<file path="src/rtl/uart_cmd_parser.sv">
// uart_cmd_parser: assembles 6-byte framed commands from UART bytes and updates registered clock/alarm parameters.
// Frame: HEADER, CMD, B0, B1, B2, CHK with CHK = CMD ^ B0 ^ B1 ^ B2.
module uart_cmd_parser #(
    parameter int          TIMEOUT_CYCLES = 270000,
    parameter logic [7:0]  HEADER         = 8'hAA
) (
    input  logic       clk,
    input  logic       rst,
    input  logic [7:0] rx_data,
    input  logic       rx_valid,
    output logic [2:0] mode,
    output logic [1:0] adjust_mode,
    output logic [1:0] adjust_way,
    output logic [5:0] adjust_hour,
    output logic [5:0] adjust_minute,
    output logic [5:0] adjust_second,
    output logic [5:0] alarm1_hour,
    output logic [5:0] alarm1_minute,
    output logic [5:0] alarm1_second,
    output logic [5:0] alarm2_hour,
    output logic [5:0] alarm2_minute,
    output logic [5:0] alarm2_second,
    output logic [5:0] alarm3_hour,
    output logic [5:0] alarm3_minute,
    output logic [5:0] alarm3_second,
    output logic       cmd_ok,
    output logic       cmd_err
);
    localparam int CW = $clog2(TIMEOUT_CYCLES + 1);
    typedef enum logic [2:0] {S_IDLE, S_CMD, S_P0, S_P1, S_P2, S_CHK} state_t;
    state_t r_state, w_next;
    logic [CW-1:0] r_cnt;
    logic [7:0] r_cmd, r_b0, r_b1, r_b2, r_xor;
    logic [2:0] r_mode;
    logic [1:0] r_adj_mode, r_adj_way;
    logic [17:0] r_adj, r_al1, r_al2, r_al3;
    logic r_ok, r_err;
    logic w_timeout, w_chk, w_time_ok, w_dis, w_range, w_accept, w_reject;

    assign w_timeout = r_state != S_IDLE && !rx_valid && r_cnt == CW'(TIMEOUT_CYCLES - 1);

    always_ff @(posedge clk or posedge rst) begin
        if (rst) r_state <= S_IDLE;
        else     r_state <= w_next;
    end

    always_comb begin
        w_next = w_timeout ? S_IDLE :
                 !rx_valid ? r_state :
                 r_state == S_IDLE ? (rx_data == HEADER ? S_CMD : S_IDLE) :
                 r_state == S_CHK ? S_IDLE : state_t'(r_state + 3'd1);
    end

    // Validation of the completed frame; the CHK byte itself is compared combinationally.
    always_comb begin
        w_chk     = r_state == S_CHK && rx_valid;
        w_time_ok = r_b0 <= 8'd23 && r_b1 <= 8'd59 && r_b2 <= 8'd59;
        w_dis     = r_b0 == 8'h3F && r_b1 == 8'h3F && r_b2 == 8'h3F;
        w_range   = r_cmd == 8'd1 ? w_time_ok :
                    r_cmd == 8'd2 ? (r_b0 >= 8'd1 && r_b0 <= 8'd3 && r_b1 >= 8'd1 && r_b1 <= 8'd2) :
                    r_cmd >= 8'd5 ? (w_time_ok || w_dis) : 1'b1;
        w_accept  = w_chk && rx_data == r_xor && r_cmd <= 8'h07 && w_range;
        w_reject  = (w_chk && !w_accept) || w_timeout;
    end

    always_ff @(posedge clk or posedge rst) begin
        if (rst) begin
            r_cnt <= '0;
            r_cmd <= '0;
            r_b0  <= '0;
            r_b1  <= '0;
            r_b2  <= '0;
            r_xor <= '0;
        end else begin
            r_cnt <= (r_state == S_IDLE || rx_valid) ? '0 : r_cnt + CW'(1);
            if (rx_valid) begin
                if (r_state == S_CMD) r_cmd <= rx_data;
                if (r_state == S_P0)  r_b0  <= rx_data;
                if (r_state == S_P1)  r_b1  <= rx_data;
                if (r_state == S_P2)  r_b2  <= rx_data;
                if (r_state == S_CMD) r_xor <= rx_data;
                else if (r_state == S_P0 || r_state == S_P1 || r_state == S_P2) r_xor <= r_xor ^ rx_data;
            end
        end
    end

    // Alarm registers reset to 63, a value no valid time can match.
    always_ff @(posedge clk or posedge rst) begin
        if (rst) begin
            r_mode     <= '0;
            r_adj_mode <= '0;
            r_adj_way  <= '0;
            r_adj      <= '0;
            r_al1      <= '1;
            r_al2      <= '1;
            r_al3      <= '1;
            r_ok       <= 1'b0;
            r_err      <= 1'b0;
        end else begin
            r_ok  <= w_accept;
            r_err <= w_reject;
            if (w_accept) begin
                r_mode <= r_cmd[2:0];
                if (r_cmd[2:0] == 3'd1) r_adj <= {r_b0[5:0], r_b1[5:0], r_b2[5:0]};
                if (r_cmd[2:0] == 3'd2) begin
                    r_adj_mode <= r_b0[1:0];
                    r_adj_way  <= r_b1[1:0];
                end
                if (r_cmd[2:0] == 3'd5) r_al1 <= {r_b0[5:0], r_b1[5:0], r_b2[5:0]};
                if (r_cmd[2:0] == 3'd6) r_al2 <= {r_b0[5:0], r_b1[5:0], r_b2[5:0]};
                if (r_cmd[2:0] == 3'd7) r_al3 <= {r_b0[5:0], r_b1[5:0], r_b2[5:0]};
            end
        end
    end

    assign mode        = r_mode;
    assign adjust_mode = r_adj_mode;
    assign adjust_way  = r_adj_way;
    assign {adjust_hour, adjust_minute, adjust_second} = r_adj;
    assign {alarm1_hour, alarm1_minute, alarm1_second} = r_al1;
    assign {alarm2_hour, alarm2_minute, alarm2_second} = r_al2;
    assign {alarm3_hour, alarm3_minute, alarm3_second} = r_al3;
    assign cmd_ok  = r_ok;
    assign cmd_err = r_err;
endmodule

</file>
<file path="config.mk">
export PLATFORM = sky130hd
export DESIGN_NAME = uart_cmd_parser
export DESIGN_NICKNAME = d
export VERILOG_FILES = /design/src/rtl/uart_cmd_parser.sv
export SDC_FILE = /design/constraint.sdc
export NUM_CORES = 1
export LEC_CHECK = 0
export ABC_AREA = 1
export CAP_MARGIN = 30
export CORE_MARGIN = 5
export CORE_UTILIZATION = 24
export CTS_BUF_LIST = sky130_fd_sc_hd__clkbuf_8
export CTS_CLUSTER_SIZE = 8
export DETAILED_ROUTE_END_ITERATION = 16
export PLACE_DENSITY = 0.47
export SETUP_SLACK_MARGIN = 0.1
export SYNTH_ARGS = -nofsm -noshare
export SYNTH_HDL_FRONTEND = slang
export SYNTH_SLANG_ARGS = --single-unit
</file>
<file path="constraint.sdc">
create_clock -name clk -period 6.9 [get_ports clk]
set_clock_uncertainty 0.1 [all_clocks]
set_input_delay 2.07 -clock clk [delete_from_list [all_inputs] [get_ports clk]]
set_output_delay 2.07 -clock clk [all_outputs]
set_load 0.03 [all_outputs]
</file>
Word level (Yosys, flattened, before mapping)

Index checks and enable logic that the tools add are counted.

Bits in registers: 143
Bits of input ports: 11
Output and inout bits: 81
Logic and storage cells: 92

$add $sub $neg: 2
Order comparisons: 9
Equal/unequal tests: 18
Muxes and demuxes: 11
Bitwise logic cells: 1
Reductions and logical operators: 35

Operators with widths:

| kind                  | count |
|---|---|
| $eq 8x6->1 const B    | 3 |
| $reduce_and 2->1      | 10 |
| $add 19x1->19 const B | 1 |
| $eq 19x19->1 const B  | 1 |
| $mux 19               | 1 |
| $ge 8x1->1 const B    | 2 |
| $le 8x2->1 const B    | 2 |
| $le 8x6->1 const B    | 2 |
| $mux 8                | 2 |
| $eq 3x3->1 const B    | 5 |
| $logic_and 1x1->1     | 14 |
| $mux 3                | 4 |
| $eq 3x2->1 const B    | 3 |
| $eq 8x1->1 const B    | 1 |
| $eq 8x2->1 const B    | 1 |
| $eq 8x8->1            | 1 |
| $eq 8x8->1 const B    | 1 |
| $ge 8x3->1 const B    | 1 |
| $le 8x3->1 const B    | 1 |
| $le 8x5->1 const B    | 1 |
| $xor 8x8->8           | 1 |
| $eq 3x1->1 const B    | 2 |
| $logic_or 1x1->1      | 5 |
| $mux 1                | 4 |
| 5 further kinds       | 7 |

Logic depth before layout (Yosys ltp)

Gate-level depths: netlist (run 1).

Word-level depth: 11
Depth in mapped cells: 13
Depth with buffers taken out: 11

Worst setup path before layout (run 1)

Ideal clock, no wire load.

Kind: input to register
Start point: input port rx_data[1]
End point: register r_adj[10]
Library setup time: 121 ps
Arrival time: 3198 ps
Required time: 6679 ps
Slack: 3481 ps
Stages on the path: 9
Path buffers: 1
Path through: xnor2_1 > nand2_1 > nor2_1 > nand3_2 > nor2_8 > nand3_4 > buf_2 > nand2_1 > o21ai_1

Word-level cells in the longest chain between the ends: 5

Ends and longest elaborated chain:

| element                           | line | text |
|---|---|---|
| from (decl)                       | 9    | `input logic [7:0] rx_data,` |
| $eq 8x8->1                        | 62   | `w_accept = w_chk && rx_data == r_xor && r_cmd <= 8'h07 && w_range;` |
| $logic_and 1x1->1 (3 in series)   | 62   |  |
| $reduce_and 2->1 (no source line) | --   |  |
| to (signal assigned)              | 104  | `if (r_cmd[2:0] == 3'd1) r_adj <= {r_b0[5:0], r_b1[5:0], r_b2[5:0]};` |
| to (decl)                         | 36   | `logic [17:0] r_adj, r_al1, r_al2, r_al3;` |

No other way between the ends.
A chain may end at the register's enable or synchronous reset.

Final worst setup path (run 1)

Start point: input port rx_data[1]
End point: register r_al1[12]

Word-level cells in the longest chain between the ends: 5

Ends and longest elaborated chain:

| element                           | line | text |
|---|---|---|
| $eq 8x8->1                        | 62   |  |
| $logic_and 1x1->1 (3 in series)   | 62   |  |
| $reduce_and 2->1 (no source line) | --   |  |
| to (signal assigned)              | 109  | `if (r_cmd[2:0] == 3'd5) r_al1 <= {r_b0[5:0], r_b1[5:0], r_b2[5:0]};` |
| to (decl)                         | 36   |  |

No other way between the ends.

==> results.tsv, run 1 <==
metric	value	unit
status	finished, final reports clean	
holdPathEnd	r_al1[15]	
cts_hold_buf	0	
r2r_start	r_b0[6]	
cts_made_buffers	17	
drt_iter0_drc	349	
die_x	176.7	um
syn_nets	805	
yosysUniqueCellTypes	36	
power.density	297.1	nW/um^2
grt_use_met1	18.17	%
final_cell_mix	nand2_1 (251), clkdlybuf4s50_1 (91), dfrtp_1 (89)	
avgSynthCellArea	8.422	um^2
wire_per_inst	15.56	um
routed_wl	19690	um
firstDrtPassIters	4	
ant_nets	0	
timing.rr.end	r_al1[12]	
final_nets	887	
cts-root-buf	clkbuf_8	
synth.area.top_cells	dfrtp_1 (33%), dfstp_2 (21%), nand2_1 (14%), nand3_1 (5.4%), o21ai_0 (4.4%)	
grt_usage	12.95	%
htreeDepth	4	
synth-adder-area-share	0.3752	%
yosysTopAreaCellShare	33.39	%
gp_congestion	0.8268	
final_area	8318	um^2
rr_worst_depth	10	
final.setup.tns	0	ns
path_class	input port to flip-flop	
top_usage_layer	met2	
first_global_vias	5422	
ios	92	
drc	0	
place_ws	2.219	ns
synth_top_family_by_area	simple AND/OR/NAND/NOR gates	
startpoint_type	input port	
synth_top_cell_by_area	dfrtp_1	
grt_pass1_wl	31580	um
yosys.area_share.simple	27.89	%
via_count	5473	
cp_data_arrival_time	4.48	ns
power_leakage	3.640	nW
yosysSeqAreaShare	54.66	%
die_area	31230	um^2
drive_gt1_share	13.53	%
core-area	27630	um^2
cts.clk_slew.worst_paths	0.09	ns
cap_viol_max_count	0	
grtUsageMet2	20.55	%
post-route-period-util	60.58	%
tightest_slew	0.8368	ns
port_buffers	91	
cp-end-kind	flip-flop	
clock_sinks	143	
final_common_cell	nand2_1	
syn_to_final_growth	24.70	%
final_util	30.11	%
synthCells	792	
max-vdd-ir-drop	142.1	uV
clkLatencyLatePin	0.45	ns
antenna_cells	0	
cts_setup_buffers	0	
worstPathRequired	7.20	ns
r2r_slack	4.24	ns
finalCriticalPeriod	4.180	ns
overflow	0	
setup_violations	0	
yosysWarningCount	0	
antenna_found_initial	0	
post_dp_cell_area	7908	um^2
relSlewSlack	44.01	%
synth_compound_area_share	9.041	%
hold_depth	2	
hp-start	r_al1[15]	
rows	61	
die_height	176.7	um
critPathMaxFanout	31	
cts_resized	0	
cts_tree	yes	
drv_slew	0	
hp-class	flip-flop to flip-flop	
fin_ws	2.720	ns
dp_hpwl	13880	um
grt_max_degree	77	
fmax	0.2392	GHz
via_per_inst	4.326	
synthXorXnorAreaFrac	0.5252	%
synth_area	6670	um^2
start_util	24.14	%
ys_ff_latch	143	
rsz0062_at_grt	no	
grt_use_met3	3.119	%
max-clock-path-buffers	2	
final_hold_viol_count	0	
muxShareOfSynthArea	0	%
==> stage by stage <==
stage	total power [W]	hold slack (ns)	std cells
after floorplan	0.001569	0.3329	792
after global placement	0.001777	0.3531	1232
after detailed placement	0.001780	0.3561	1233
after CTS	0.002508	0.3683	1265
after global routing	0.002646	0.3806	1265
final	0.002471	0.3641	1265
==> worst max path at each step <==
stage | start | slack (ns) | endpoint
after floorplan | rst | 0.98 | adjust_mode[0]
after global placement | rx_data[1] | 2.22 | r_al3[11]
after detailed placement | rx_data[1] | 2.22 | r_al1[12]
after CTS | rx_data[1] | 2.70 | r_al1[12]
after global routing | rx_data[1] | 2.50 | r_al2[9]
final | rx_data[1] | 2.72 | r_al1[12]
==> report_power, final <==
| part | total [W] | switching, W | internal (W) |
|---|---|---|---|
| sequential | 0.00119 | 0.000232 | 0.000962 |
| combinational | 0.000565 | 0.000385 | 0.000179 |
| clock | 0.000712 | 0.000345 | 0.000367 |
| total | 0.00247 | 0.000962 | 0.00151 |
==> critical path, cell delays in order <==
cell	delay [ns]
clkdlybuf4s50_1	0.52
xnor2_1	0.33
nand2_1	0.09
nor2_1	0.10
nand4_1	0.16
nor2_4	0.62
buf_4	0.39
nand3_1	0.11
nand2_1	0.09
==> cell usage after synthesis (all sizes together) <==
master and n:
xor2 3, nand3b 2, xnor2 1, nor3b 2
clkbuf 11, nor3 7, dfstp 54, a31oi 2
a311oi 1, buf 23, o211ai 8, inv 80
nor4 6, a211oi 1, o21a 3, nand2 252
a21oi 14, nand3 76, nand4 16, o21ai 83
ha 2, nor2 56, dfrtp 89
==> cells by family (layout without fill, tap and decap cells) <==
logic type,Yosys count,after routing
flip-flops,143,143
XOR/XNOR,4,4
AND/OR/NAND/NOR,417,417
AO/OA/AOI/OAI,112,112
adder cells (fa/ha/maj),2,2
buffers and inverters,114,209
==> layer usage <==
layer	wire (um)	part of all wire, %
met5	0	0
met4	150	0.76
met3	921	4.7
met2	9119	46
met1	9495	48
==> sequential cells by signal, indices dropped and copies added (netlist names) <==
name,count
r_al3,18
r_b1,8
r_al1,18
r_adj,18
adjust_mode,2
r_b2,8
r_cmd,8
cmd_err,1
r_al2,18
adjust_way,2
r_cnt,19
mode,3
r_state,3
cmd_ok,1
r_b0,8
r_xor,8
==> cell type report <==
| cell class | count | area (um^2) |
|---|---|---|
| inverter | 80 | 305.3 |
| clock buffer | 18 | 247.7 |
| timing repair buffer | 97 | 959.7 |
| tap | 378 | 473.0 |
| clock inverter | 14 | 162.7 |
| sequential | 143 | 3646 |
| fill | 2976 | 19310 |
| multi-input combinational | 535 | 2524 |
Power figures use the tool's default switching activity.
==> run 2: changes to the inputs <==
--- a/config.mk
+++ b/config.mk
@@ -12,7 +12,7 @@
 export CTS_BUF_LIST = sky130_fd_sc_hd__clkbuf_8
 export CTS_CLUSTER_SIZE = 8
 export DETAILED_ROUTE_END_ITERATION = 16
-export PLACE_DENSITY = 0.47
+export PLACE_DENSITY = 0.49
 export SETUP_SLACK_MARGIN = 0.1
 export SYNTH_ARGS = -nofsm -noshare
 export SYNTH_HDL_FRONTEND = slang
==> constraint.sdc (replaced) <==
create_clock -name clk -period 3.6 [get_ports clk]
set_clock_uncertainty 0.1 [all_clocks]
set_input_delay 1.08 -clock clk [delete_from_list [all_inputs] [get_ports clk]]
set_output_delay 1.08 -clock clk [all_outputs]
set_load 0.03 [all_outputs]
==> run 2 against run 1 <==
Power up 89%; sequential cell count stayed put; clock power up 84%; via count unchanged; final area increased by 0.53%; die area is the same; register-to-register slack lost 2.9 ns; first-iteration DRC count increased by 14%; critical endpoint is now alarm3_hour[2]; largest power group unchanged; highest routed layer unchanged.
==> results.tsv, run 2 (same netlist as run 1, synthesis figures left out) <==
metric	value	unit	change
syn_to_final_growth	25.36	%	was 24.70%
final_common_cell	nand2_1		unchanged
die_area	31230	um^2	unchanged
antenna_found_initial	0		unchanged
drt_iter0_drc	397		was 349
drv_slew	0		unchanged
final_hold_viol_count	0		unchanged
path_class	flip-flop to output pin		was input port to flip-flop
critPathTopFamily	buffers and inverters		was simple AND/OR/NAND/NOR gates
firstDrtPassIters	5		was 4
cp_slowest_cell	clkdlybuf4s50_1		was nor2_4
final.setup.tns	0	ns	unchanged
hold_depth	2		unchanged
cts_made_buffers	17		unchanged
gp_congestion	0.8137		was 0.8268
routed_wl	19090	um	was 19690 um
drive_gt1_share	14.04	%	was 13.53%
largest_register_ffs	19		unchanged
rsz0062_at_grt	no		unchanged
cts_resized	0		unchanged
grt_usage	12.53	%	was 12.95%
rows	61		unchanged
via_per_inst	4.316		was 4.326
cap_viol_max_count	0		unchanged
tightest_slew	0.8305	ns	was 0.8368 ns
port_buffers	91		unchanged
die_x	176.7	um	unchanged
hp-class	flip-flop to flip-flop		unchanged
crit_buf_inv	1		was 2
holdPathEnd	r_al2[16]		was r_al1[15]
clock_sinks	143		unchanged
core-area	27630	um^2	unchanged
start_util	24.14	%	unchanged
ff_latch_area	3646	um^2	unchanged
grt_pass1_wl	30670	um	was 31580 um
via_count	5473		unchanged
startpoint_type	flip-flop		was input port
timing.rr.end	r_cnt[16]		was r_al1[12]
cts_hold_buf	0		unchanged
cp_cell_sequence	clkdlybuf4s50_1		was clkdlybuf4s50_1 -> xnor2_1 -> nand2_1 -> nor2_1 -> nand4_1 -> nor2_4 -> buf_4 -> nand3_1 -> nand2_1
clkLatencyLatePin	0.46	ns	was 0.45 ns
overflow	0		unchanged
max_stage_delay	0.70	ns	was 0.62 ns
max-clock-path-buffers	2		unchanged
final_area	8362	um^2	was 8318 um^2
ant_nets	0		unchanged
cp.depth	1		was 9
max-vdd-ir-drop	208.8	uV	was 142.1 uV
hp-start	r_al2[16]		was r_al1[15]
cts_tree	yes		unchanged
drc	0		unchanged
die_height	176.7	um	unchanged
first_global_vias	5202		was 5422
cts-root-buf	clkbuf_8		unchanged
final_cell_mix	nand2_1 (251), clkdlybuf4s50_1 (91), dfrtp_1 (89)		unchanged
ios	92		unchanged
setup_violations	0		unchanged
fin_ws	0.7258	ns	was 2.720 ns
regMostFlops	r_cnt		unchanged
grt_max_degree	64		was 77
wire_per_inst	15.05	um	was 15.56 um
finalCriticalPeriod	2.874	ns	
cp_data_arrival_time	1.69	ns	was 4.48 ns
r2r_slack	1.39	ns	was 4.24 ns
multi_input_area	2526	um^2	was 2524 um^2
htreeDepth	4		unchanged
post-route-period-util	79.84	%	
worstPathRequired	2.42	ns	was 7.20 ns
p_total	0.004673	W	was 0.002471 W
place_ws	0.2881	ns	was 2.219 ns
rr_worst_depth	10		unchanged
final_nets	890		was 887
fmax	0.3479	GHz	
critPathMaxFanout	2		was 31
power_leakage	3.661	nW	was 3.640 nW
antenna_cells	0		unchanged
whs	0.3646	ns	was 0.3641 ns
status	finished, final reports clean		unchanged
dp_hpwl	13480	um	was 13880 um
post_dp_cell_area	7965	um^2	was 7908 um^2
cts_setup_buffers	0		unchanged
cp-end-kind	output pin		was flip-flop
relSlewSlack	44.57	%	was 44.01%
cts.clk_slew.worst_paths	0.09	ns	about the same
power.density	558.8	nW/um^2	was 297.1 nW/um^2
fillCellCount	3029		was 2976
r2r_start	r_cnt[0]		was r_b0[6]
[run 2: final cells by class]
class | instances | area share [%]
Inverter | 80 | 3.636
Timing Repair Buffer | 100 | 12.15
Tap cell | 378 | 5.656
Multi-Input combinational cell | 535 | 30.21
Clock inverter | 13 | 1.616
Sequential cell | 143 | 43.60
Clock buffer | 19 | 3.127
[run 2: worst max path at each step]
stage | end | start | slack, ns
global placement | r_adj[5] | rx_data[2] | 0.31
floorplan | adjust_mode[0] | rst | 0.67
detailed placement | r_adj[7] | rx_data[3] | 0.29
global route | r_adj[5] | rx_data[3] | 0.58
CTS | alarm3_minute[5] | r_al3[11] | 0.67
finish | alarm3_hour[2] | r_al3[14] | 0.73
[run 2: report_power, final]
part / total, W / internal [W] / switching [W]
Clock: 0.00131 / 0.000655 / 0.000657
Combinational: 0.00109 / 0.000357 / 0.000736
Sequential: 0.00227 / 0.00185 / 0.000423
Total: 0.00467 / 0.00286 / 0.00182
[run 2: per-layer routing]
metal | part of all wire (%) | vias to the layer above | wire length (um) | track usage [%]
met1 | 48 | 2605 | 9256 | 17.49
met5 | 0 | - | 0 | 0
met2 | 46 | 116 | 8761 | 19.89
met4 | 0.81 | 0 | 154 | 2.901
li1 | - | 2740 | - | -
met3 | 4.8 | 12 | 912 | 2.841
[run 2: metrics by stage]
step                      std cells  utilization (%)
final                          1268            30.26
after CTS                      1268            30.26
after detailed placement       1236            28.83
after global placement         1236            28.83
after global routing           1268            30.26
after floorplan                 792                -
